## config.mk

```make
export PLATFORM = sky130hd
export DESIGN_NAME = cmp_sweep_driver_flat
export DESIGN_NICKNAME = d
export VERILOG_FILES = /design/src/rtl/cmp_sweep_driver_pkg.sv /design/src/rtl/cmp_sweep_driver_if.sv /design/src/rtl/cmp_sweep_driver_golden.sv /design/src/rtl/cmp_sweep_driver.sv /design/src/flat_wrapper.sv
export SDC_FILE = /design/constraint.sdc
export NUM_CORES = 1
export LEC_CHECK = 0
export CAP_MARGIN = 30
export CORE_MARGIN = 2
export CORE_UTILIZATION = 45
export CTS_BUF_LIST = sky130_fd_sc_hd__clkbuf_4 sky130_fd_sc_hd__clkbuf_8
export DETAILED_ROUTE_END_ITERATION = 10
export PLACE_DENSITY = 0.73
export SYNTH_ARGS = -nofsm -noshare
export SYNTH_HDL_FRONTEND = slang
export SYNTH_SLANG_ARGS = --single-unit
```

## constraint.sdc

```tcl
create_clock -name clk -period 2.9 [get_ports clk]
set_input_delay 0.725 -clock clk [delete_from_list [all_inputs] [get_ports clk]]
set_output_delay 0.725 -clock clk [all_outputs]
set_load 0.005 [all_outputs]
```

## src/rtl/cmp_sweep_driver_pkg.sv

```systemverilog
// cmp_pkg: definitions shared by the comparator sweep engine and any other
// comparator-family block.
//   state_t    : 2-bit sweep FSM encoding (IDLE=0, APPLY=1, CHECK=2, FINISH=3)
//   CMP_MAX_W  : widest operand cmp_expect accepts; narrower operands are
//                zero-extended by the caller, which keeps the compare unsigned
//   cmp_expect : reference result packed as {eq, gt, lt}
package cmp_pkg;

  typedef enum logic [1:0] {
    IDLE   = 2'd0,
    APPLY  = 2'd1,
    CHECK  = 2'd2,
    FINISH = 2'd3
  } state_t;

  localparam int CMP_MAX_W = 32;

  function automatic logic [2:0] cmp_expect(input logic [CMP_MAX_W-1:0] a,
                                            input logic [CMP_MAX_W-1:0] b);
    return {a == b, a > b, a < b};
  endfunction

endpackage

```

## src/rtl/cmp_sweep_driver_if.sv

```systemverilog
// Operand/response bus between the sweep engine and the comparator under test.
//   cmp_a, cmp_b          : operands, driven by the engine (master)
//   cmp_eq, cmp_gt, cmp_lt: comparator response, driven by the comparator (slave)
interface cmp_sweep_driver_if #(
  parameter int WIDTH = 3
);

  logic [WIDTH-1:0] cmp_a;
  logic [WIDTH-1:0] cmp_b;
  logic             cmp_eq;
  logic             cmp_gt;
  logic             cmp_lt;

  modport master (
    output cmp_a,
    output cmp_b,
    input  cmp_eq,
    input  cmp_gt,
    input  cmp_lt
  );

  modport slave (
    input  cmp_a,
    input  cmp_b,
    output cmp_eq,
    output cmp_gt,
    output cmp_lt
  );

endinterface

```

## src/rtl/cmp_sweep_driver_golden.sv

```systemverilog
// cmp_golden: parameterised combinational reference magnitude comparator.
//   a, b       in  WIDTH : unsigned operands
//   eq, gt, lt out 1     : a==b, a>b, a<b
module cmp_golden
  import cmp_pkg::*;
#(
  parameter int WIDTH = 3
) (
  input  logic [WIDTH-1:0] a,
  input  logic [WIDTH-1:0] b,
  output logic             eq,
  output logic             gt,
  output logic             lt
);

  logic [CMP_MAX_W-1:0] a_ext;
  logic [CMP_MAX_W-1:0] b_ext;
  logic [2:0]           res;

  assign a_ext = CMP_MAX_W'(a);
  assign b_ext = CMP_MAX_W'(b);
  assign res   = cmp_expect(a_ext, b_ext);

  assign eq = res[2];
  assign gt = res[1];
  assign lt = res[0];

endmodule

```

## src/rtl/cmp_sweep_driver.sv

```systemverilog
// cmp_sweep_driver: in-system self-test engine for a WIDTH-bit magnitude
// comparator. Sweeps every (a, b) pair with a in the outer loop, holds each
// vector for SETTLE cycles, samples the response on the following cycle and
// compares it with cmp_golden.
//   clk, rst_n  : clock (rising edge), asynchronous active-low reset
//   start       : run request, honoured in IDLE or FINISH only
//   bus         : master side of cmp_sweep_driver_if (operands out, response in)
//   busy        : sweep in progress
//   done, pass  : sweep complete / complete with zero mismatches
//   err_count   : number of mismatching vectors
//   fail_valid, fail_a, fail_b : first mismatching vector
module cmp_sweep_driver
  import cmp_pkg::*;
#(
  parameter int WIDTH  = 3,
  parameter int SETTLE = 1
) (
  input  logic               clk,
  input  logic               rst_n,
  input  logic               start,
  cmp_sweep_driver_if.master bus,
  output logic               busy,
  output logic               done,
  output logic               pass,
  output logic [2*WIDTH:0]   err_count,
  output logic               fail_valid,
  output logic [WIDTH-1:0]   fail_a,
  output logic [WIDTH-1:0]   fail_b
);

  localparam int             EW       = 2 * WIDTH + 1;
  localparam int             CW       = (SETTLE > 1) ? $clog2(SETTLE) : 1;
  localparam logic [CW-1:0]  CNT_LAST = CW'(SETTLE - 1);
  localparam logic [CW-1:0]  CNT_ONE  = CW'(1);
  localparam logic [WIDTH-1:0] OP_MAX = '1;
  localparam logic [WIDTH-1:0] OP_ONE = WIDTH'(1);

  state_t           state;
  state_t           state_nxt;
  logic [CW-1:0]    cnt;
  logic [WIDTH-1:0] a_q;
  logic [WIDTH-1:0] b_q;
  logic             exp_eq;
  logic             exp_gt;
  logic             exp_lt;
  logic             mismatch;
  logic             last_vec;
  logic             launch;
  logic             check_exit;
  logic [EW-1:0]    err_nxt;

  cmp_golden #(
    .WIDTH(WIDTH)
  ) u_golden (
    .a  (a_q),
    .b  (b_q),
    .eq (exp_eq),
    .gt (exp_gt),
    .lt (exp_lt)
  );

  assign bus.cmp_a = a_q;
  assign bus.cmp_b = b_q;

  // Non-one-hot responses fall out naturally as mismatches: the golden value
  // is always one-hot, so any extra or missing bit differs from it.
  assign mismatch = {bus.cmp_eq, bus.cmp_gt, bus.cmp_lt} != {exp_eq, exp_gt, exp_lt};
  assign last_vec = (a_q == OP_MAX) && (b_q == OP_MAX);
  assign err_nxt  = err_count + EW'(mismatch);

  always_ff @(posedge clk or negedge rst_n) begin
    if (!rst_n) begin
      state <= IDLE;
    end else begin
      state <= state_nxt;
    end
  end

  always_comb begin
    state_nxt  = state;
    launch     = 1'b0;
    check_exit = 1'b0;
    case (state)
      IDLE, FINISH: begin
        if (start) begin
          state_nxt = APPLY;
          launch    = 1'b1;
        end
      end
      APPLY: begin
        if (cnt == CNT_LAST) begin
          state_nxt = CHECK;
        end
      end
      CHECK: begin
        check_exit = 1'b1;
        state_nxt  = last_vec ? FINISH : APPLY;
      end
      default: begin
        state_nxt = IDLE;
      end
    endcase
  end

  // Operand walk, settle counter and result bookkeeping. The response is only
  // ever consumed here, so no output has a combinational path from cmp_*.
  always_ff @(posedge clk or negedge rst_n) begin
    if (!rst_n) begin
      a_q        <= '0;
      b_q        <= '0;
      cnt        <= '0;
      busy       <= 1'b0;
      done       <= 1'b0;
      pass       <= 1'b0;
      err_count  <= '0;
      fail_valid <= 1'b0;
      fail_a     <= '0;
      fail_b     <= '0;
    end else if (launch) begin
      a_q        <= '0;
      b_q        <= '0;
      cnt        <= '0;
      busy       <= 1'b1;
      done       <= 1'b0;
      pass       <= 1'b0;
      err_count  <= '0;
      fail_valid <= 1'b0;
      fail_a     <= '0;
      fail_b     <= '0;
    end else begin
      if (state == APPLY) begin
        cnt <= cnt + CNT_ONE;
      end
      if (check_exit) begin
        cnt       <= '0;
        err_count <= err_nxt;
        if (mismatch && !fail_valid) begin
          fail_valid <= 1'b1;
          fail_a     <= a_q;
          fail_b     <= b_q;
        end
        // On the last vector the operands stay put so (max, max) remains
        // visible while FINISH holds the verdict.
        if (last_vec) begin
          busy <= 1'b0;
          done <= 1'b1;
          pass <= (err_nxt == '0);
        end else if (b_q == OP_MAX) begin
          b_q <= '0;
          a_q <= a_q + OP_ONE;
        end else begin
          b_q <= b_q + OP_ONE;
        end
      end
    end
  end

endmodule

```

## src/flat_wrapper.sv

```systemverilog
// flat-port wrapper written by rule: the top's interface ports become plain ports
module cmp_sweep_driver_flat import cmp_pkg::*;
#(
  parameter int WIDTH  = 3,
  parameter int SETTLE = 1
)
  (clk, rst_n, start, busy, done, pass, err_count, fail_valid, fail_a, fail_b, bus_cmp_a, bus_cmp_b, bus_cmp_eq, bus_cmp_gt, bus_cmp_lt);
  cmp_sweep_driver_if #(.WIDTH(WIDTH)) bus_i ();
  input  logic clk;
  input  logic rst_n;
  input  logic start;
  output logic busy;
  output logic done;
  output logic pass;
  output logic [2*WIDTH:0] err_count;
  output logic fail_valid;
  output logic [WIDTH-1:0] fail_a;
  output logic [WIDTH-1:0] fail_b;
  output wire logic [$bits(bus_i.cmp_a)-1:0] bus_cmp_a;
  output wire logic [$bits(bus_i.cmp_b)-1:0] bus_cmp_b;
  input wire logic [$bits(bus_i.cmp_eq)-1:0] bus_cmp_eq;
  input wire logic [$bits(bus_i.cmp_gt)-1:0] bus_cmp_gt;
  input wire logic [$bits(bus_i.cmp_lt)-1:0] bus_cmp_lt;
  assign bus_cmp_a = bus_i.cmp_a;
  assign bus_cmp_b = bus_i.cmp_b;
  assign bus_i.cmp_eq = bus_cmp_eq;
  assign bus_i.cmp_gt = bus_cmp_gt;
  assign bus_i.cmp_lt = bus_cmp_lt;
  cmp_sweep_driver #(.WIDTH(WIDTH), .SETTLE(SETTLE)) u_core (.clk(clk), .rst_n(rst_n), .start(start), .bus(bus_i), .busy(busy), .done(done), .pass(pass), .err_count(err_count), .fail_valid(fail_valid), .fail_a(fail_a), .fail_b(fail_b));
endmodule
```

Yosys cells after proc, flatten, opt, wreduce, memory -nomap -nowiden

Cells that the tools add are included.

$add $sub $neg: 4
$lt $le $gt $ge: 2
Eq/ne operators: 10
Multiplexer cells: 38
Reductions and logical operators: 16

Operators by type and width:

| operator                                            | count |
|---|---|
| 2-to-1 mux 3 bit                                    | 14 |
| 2-to-1 mux 1 bit                                    | 18 |
| 2-to-1 mux 7 bit                                    | 2 |
| AND reduction 2 bit                                 | 4 |
| nonzero test 2 bit                                  | 4 |
| adder 7 x 1 -> 7 bit                                | 1 |
| logical NOT 7 bit                                   | 1 |
| adder 3 x 1 -> 3 bit, second input constant         | 2 |
| equality test 3 bit, second input constant          | 2 |
| 2-to-1 mux 2 bit                                    | 3 |
| != test 2 bit, second input constant                | 3 |
| one-hot mux 2 bit (3 select lines)                  | 1 |
| equality test 2 bit, second input constant          | 2 |
| equality test 3 bit                                 | 1 |
| greater-than comparator 3 bit                       | 1 |
| < comparator 3 bit                                  | 1 |
| != test 3 bit                                       | 1 |
| AND reduction 3 bit                                 | 1 |
| nonzero test 3 bit                                  | 1 |
| equality test 2 x 1 -> 1 bit, second input constant | 1 |
| logical AND 1 bit                                   | 2 |
| logical NOT 2 bit                                   | 1 |
| OR reduction 2 bit                                  | 1 |
| adder 1 bit, second input constant                  | 1 |
| logical NOT 1 bit                                   | 1 |

Register bits: 26
Input bits: 6
Output and inout port bits: 23
Word-level logic and storage cells: 81

Depth between registers and ports, before layout

Depth after elaboration: 7
Mapped depth: 14
Gate-level depth less buffers: 13

Modules after synthesis

A second synthesis with hierarchy kept.

Cells, all modules: 130
Area total of the unflattened synthesis: 1425.1 µm²

By module, submodules not included:

| module           | instances | cells each | area an instance (µm²) | seq. area each (µm²) |
|---|---|---|---|---|
| cmp_sweep_driver | 1         | 119        | 1341.3                 | 650.6 |
| cmp_golden       | 1         | 11         | 83.8                   | 0.0 |

Least setup slack after synthesis

OpenSTA, ideal clock, no wires.

Path kind: reg-to-reg
Start point: register u_core.b_q[2], in the netlist u_core.bus.cmp_b[2]
End point: register u_core.pass
Setup time: 0.095 ns
Arrival: 2.707 ns
Required time: 2.805 ns
Path slack: 0.097 ns
Stages on the path, launching flop included: 15
Buffers on the path: 1
Period minus slack after synthesis: 2.803 ns
Path through: dfrtp_1 > inv_1 > ha_1 > nand3b_1 > and2_4 > or3_4 > nand2_4 > inv_2 > ha_1 > ha_1 > clkbuf_1 > xor2_1 > nor4_1 > nand3_1 > o31ai_1

Cells in the longest elaborated chain, start to end: 7
Elaborated cells on any way between the ends: 13
Classes of those cells: add/sub (1); order compare (2); eq/ne (3); mux (3); reduce/logical (4)

Ends and longest elaborated chain:

| what                                       | line                       | RTL |
|---|---|---|
| start: declaration                         | cmp_sweep_driver.sv:42     | `logic [WIDTH-1:0] b_q;` |
| start signal: assignment                   | cmp_sweep_driver.sv:152    | `b_q <= b_q + OP_ONE;` |
| < comparator 3 bit (tied with other cells) | cmp_sweep_driver_pkg.sv:20 | `return {a == b, a > b, a < b};` |
| != test 3 bit                              | cmp_sweep_driver.sv:67     | `assign mismatch = {bus.cmp_eq, bus.cmp_gt, bus.cmp_lt} != {exp_eq, exp_gt, exp_lt};` |
| adder 7 x 1 -> 7 bit                       | cmp_sweep_driver.sv:69     | `assign err_nxt = err_count + EW'(mismatch);` |
| logical NOT 7 bit                          | cmp_sweep_driver.sv:147    | `pass <= (err_nxt == '0);` |
| 2-to-1 mux 1 bit                           | cmp_sweep_driver.sv:144    | `if (last_vec) begin` |
| 2-to-1 mux 1 bit                           | cmp_sweep_driver.sv:134    | `if (check_exit) begin` |
| 2-to-1 mux 1 bit                           | cmp_sweep_driver.sv:119    | `end else if (launch) begin` |
| end signal: assignment                     | cmp_sweep_driver.sv:147    |  |
| end: declaration                           | cmp_sweep_driver.sv:24     | `output logic pass,` |

Parallel ways exist; a longest one is shown, timed or not. The select of a mux whose other input is x is not followed.
A chain may end at the register's enable or synchronous reset.

Worst setup path after layout

Ends and elaborated chain as after synthesis.

==> qor.yml <==
outcome:
  status: "complete, no violations"
floorplanning:
  start_util: 0.462
  die_y_um: 62.1
  die_w_um: 62.1
  io_pins: 29
  die-area_um2: 3850
  std_cell_rows: 21
  fp.coreArea_um2: 3280
synthesis:
  synth_top_area_cell: "dfrtp_1"
  netlist.area_leader.share: 0.429
  ys_warn_count: 0
  yosysUniqueCellTypes: 39
  synth_edf_count: 0
  syn_area_um2: 1520
  synthTopCellsByArea: "dfrtp_1 43%, ha_1 9.9%, xor2_1 5.2%"
  ys.flop_type: "dfrtp_1"
  seq_area_frac_synth: 0.429
  synth_most_common_cell: "dfrtp_1"
  synthesis.nets: 167
  async_reset_ff_frac: 1.00
  synth-seq-cells: 26
  synth_cells: 149
  avgSynthCellArea_um2: 10.2
  synth_common_cells: "26 x dfrtp_1, 13 x nor2_1, 12 x ha_1, 10 x nand2_1, 9 x xor2_1"
final_layout:
  fin_cells: 232
  drive_gt1_frac: 0.172
  area_growth_pct: 32.2
  num-fill-cells: 285
  antenna_cells: 0
  multiInputGateArea_um2: 840
  finalNetCount: 205
  design_area_um2: 2000
  register_area_um2: 651
critical_path:
  path_cells: "inv_2 > ha_4 > nand3b_1 > and2_4 > or3_4 > nand2_4 > inv_2 > ha_1 > ha_2 > buf_4 > xnor2_1 > a31oi_1 > o31ai_1"
  critPathMaxFanout: 4
  r2r_end: "u_core.pass"
  r2r-start: "u_core.bus.cmp_b[2]"
  critPathKind: "reg2reg"
  r2r_setup_slack_ps: 180
  crit_path_max_incr_delay_ps: 440
  arrival_ps: 2960
  reg2regPathDepth: 13
  cpMaxStageDelayCell: "dfrtp_1"
  required_ps: 3140
  critPathCaptureType: "flip-flop"
  cpMostUsedCell: "inv_2"
  start_kind: "flip-flop"
timing:
  worst_clock_skew_ps: 1.89
  hold_violations: 0
  max_clock_freq_ghz: 0.368
  min_period_ps: 2720
  finalSetupViolations: 0
  fin_hold_ws_ps: 509
  rsz0062_at_grt: "no"
  maxSlewHeadroom: 0.720
  post-route-period-util: 0.937
  max_slew.worst_pin.slew_ps: 420
  drv_slew: 0
detailed_routing:
  drt_iter0_markers: 50
  drc_errors: 0
  wl_per_cell_um: 15.0
  first_pass_iters: 4
  final_antenna_net_count: 0
  vias: 1278
  drt_wl_total_mm: 3.47
  viasPerCell: 5.51
power:
  total_power_mw: 1.39
  power_leakage_nw: 0.899
  power_per_cell_area_nw_per_um2: 693
  peakVddDrop_uv: 483
clock_network:
  numCtsBuffers: 3
  clkSlewWorstSetupHoldPaths_ps: 140
  h-tree-depth: 1
  clockBufferDepth: 2
  cts.sinks: 26
  clk_latency_ps: 320
  ctsHoldBuffers: 0
  cts_tree: "yes"
  cts_root_buf: "clkbuf_4"
global_routing:
  grt.total_usage: 0.195
  globalRouteMet3Util: 0.0290
  grt_pass1_vias: 1205
  grt_pass1_wl_mm: 5.55
  grt_use_met2: 0.326
  grt_antenna_before_repair: 0
  grt_busiest_layer: "met2"
  grt_max_degree: 27
  grtUsageMet1: 0.264
  grt_overflow: 0
hold_path:
  hold_start: "u_core.busy"
  holdPathEnd: "u_core.busy"
  holdPathStages: 2
  hold_class: "reg2reg"
job:
  maxCapViolCount: 0
placed_design:
  place_area_um2: 1910
  hpwl_mm: 2.59
  dp_cells: 227
  gp_congestion: 0.851
  portBuffers: 28
-- worst max-delay path: cells and delay by family (launching register included) --
kind | cells | cell delay, ps
buf+inv | 3 | 260
flops | 1 | 440
compound gates | 2 | 340
fa+ha+maj | 3 | 670
simple gates | 4 | 750
xor+xnor | 1 | 160
-- layout by cell type, fill, tap and decap left out, types with 5 or more instances in the layout --
| master | instances |
|---|---|
| dfrtp_1 | 26 |
| clkdlybuf4s50_1 | 28 |
| inv_1 | 7 |
| buf_4 | 12 |
| nand3_1 | 6 |
| xor2_1 | 9 |
| nor2_1 | 13 |
| o311ai_1 | 6 |
| nand2_1 | 10 |
| mux2i_1 | 5 |
| ha_1 | 9 |
| nand4_1 | 5 |
-- per-stage QoR --
stage / util / setup TNS [ps] / setup slack, ps
final: 0.610 / 0 / 182
after floorplan: - / 0 / 97.2
after global routing: 0.610 / 0 / 29.4
after detailed placement: 0.582 / -271 / -239
after CTS: 0.600 / 0 / 16.0
after global placement: 0.582 / -115 / -115
-- registers in the layout, indices dropped and copies added, names as in the netlist --
signal,flops
u_core.err_count,7
u_core.bus.cmp_a,3
u_core.bus.cmp_b,3
u_core.fail_a,3
u_core.fail_b,3
u_core.state,2
u_core.busy,1
u_core.cnt,1
u_core.done,1
u_core.fail_valid,1
u_core.pass,1
-- worst max-delay path by stage --
stage | startpoint | to | cells past startpoint
floorplan | u_core.bus.cmp_b[2] | u_core.pass | 14
global placement | bus_cmp_gt | u_core.pass | 11
detailed placement | bus_cmp_gt | u_core.pass | 11
CTS | u_core.bus.cmp_b[2] | u_core.pass | 12
global route | u_core.bus.cmp_b[2] | u_core.pass | 12
finish | u_core.bus.cmp_b[2] | u_core.pass | 13
-- report_power, final --
part | internal [mW] | total (mW) | switching, mW | leakage, nW
registers | 0.416 | 0.465 | 0.0483 | 0.350
logic | 0.304 | 0.676 | 0.372 | 0.520
clock network | 0.140 | 0.248 | 0.109 | 0.0279
-- logic make-up (layout without fill, tap and decap cells) --
family	Yosys count	count (layout)	share of synthesized area
simple gates	52	52	0.186
compound gates	26	26	0.142
flops	26	26	0.429
buf+inv	16	53	0.0396
fa+ha+maj	12	12	0.0990
xor+xnor	11	11	0.0635
mux	6	6	0.0404
-- cell type report --
class,instances,share of cell area
clock buffer,3,0.0112
clock inverter,1,0.0150
tap,46,0.0287
timing repair buffer,40,0.185
multi-input combinational,107,0.419
inverter,9,0.0169
sequential,26,0.325
-- timing repair --
action                                  CTS  global route
pin swaps                                 0             3
endpoints found under the setup margin    1             1
resized for setup                         0             5
buffers inserted                          1             0
-- metal layers --
metal,vias up,wire [um]
met5,-,0
met3,0,86
met1,643,1590
met4,0,0
li1,613,-
met2,22,1800
Power figures use the tool's default switching activity.
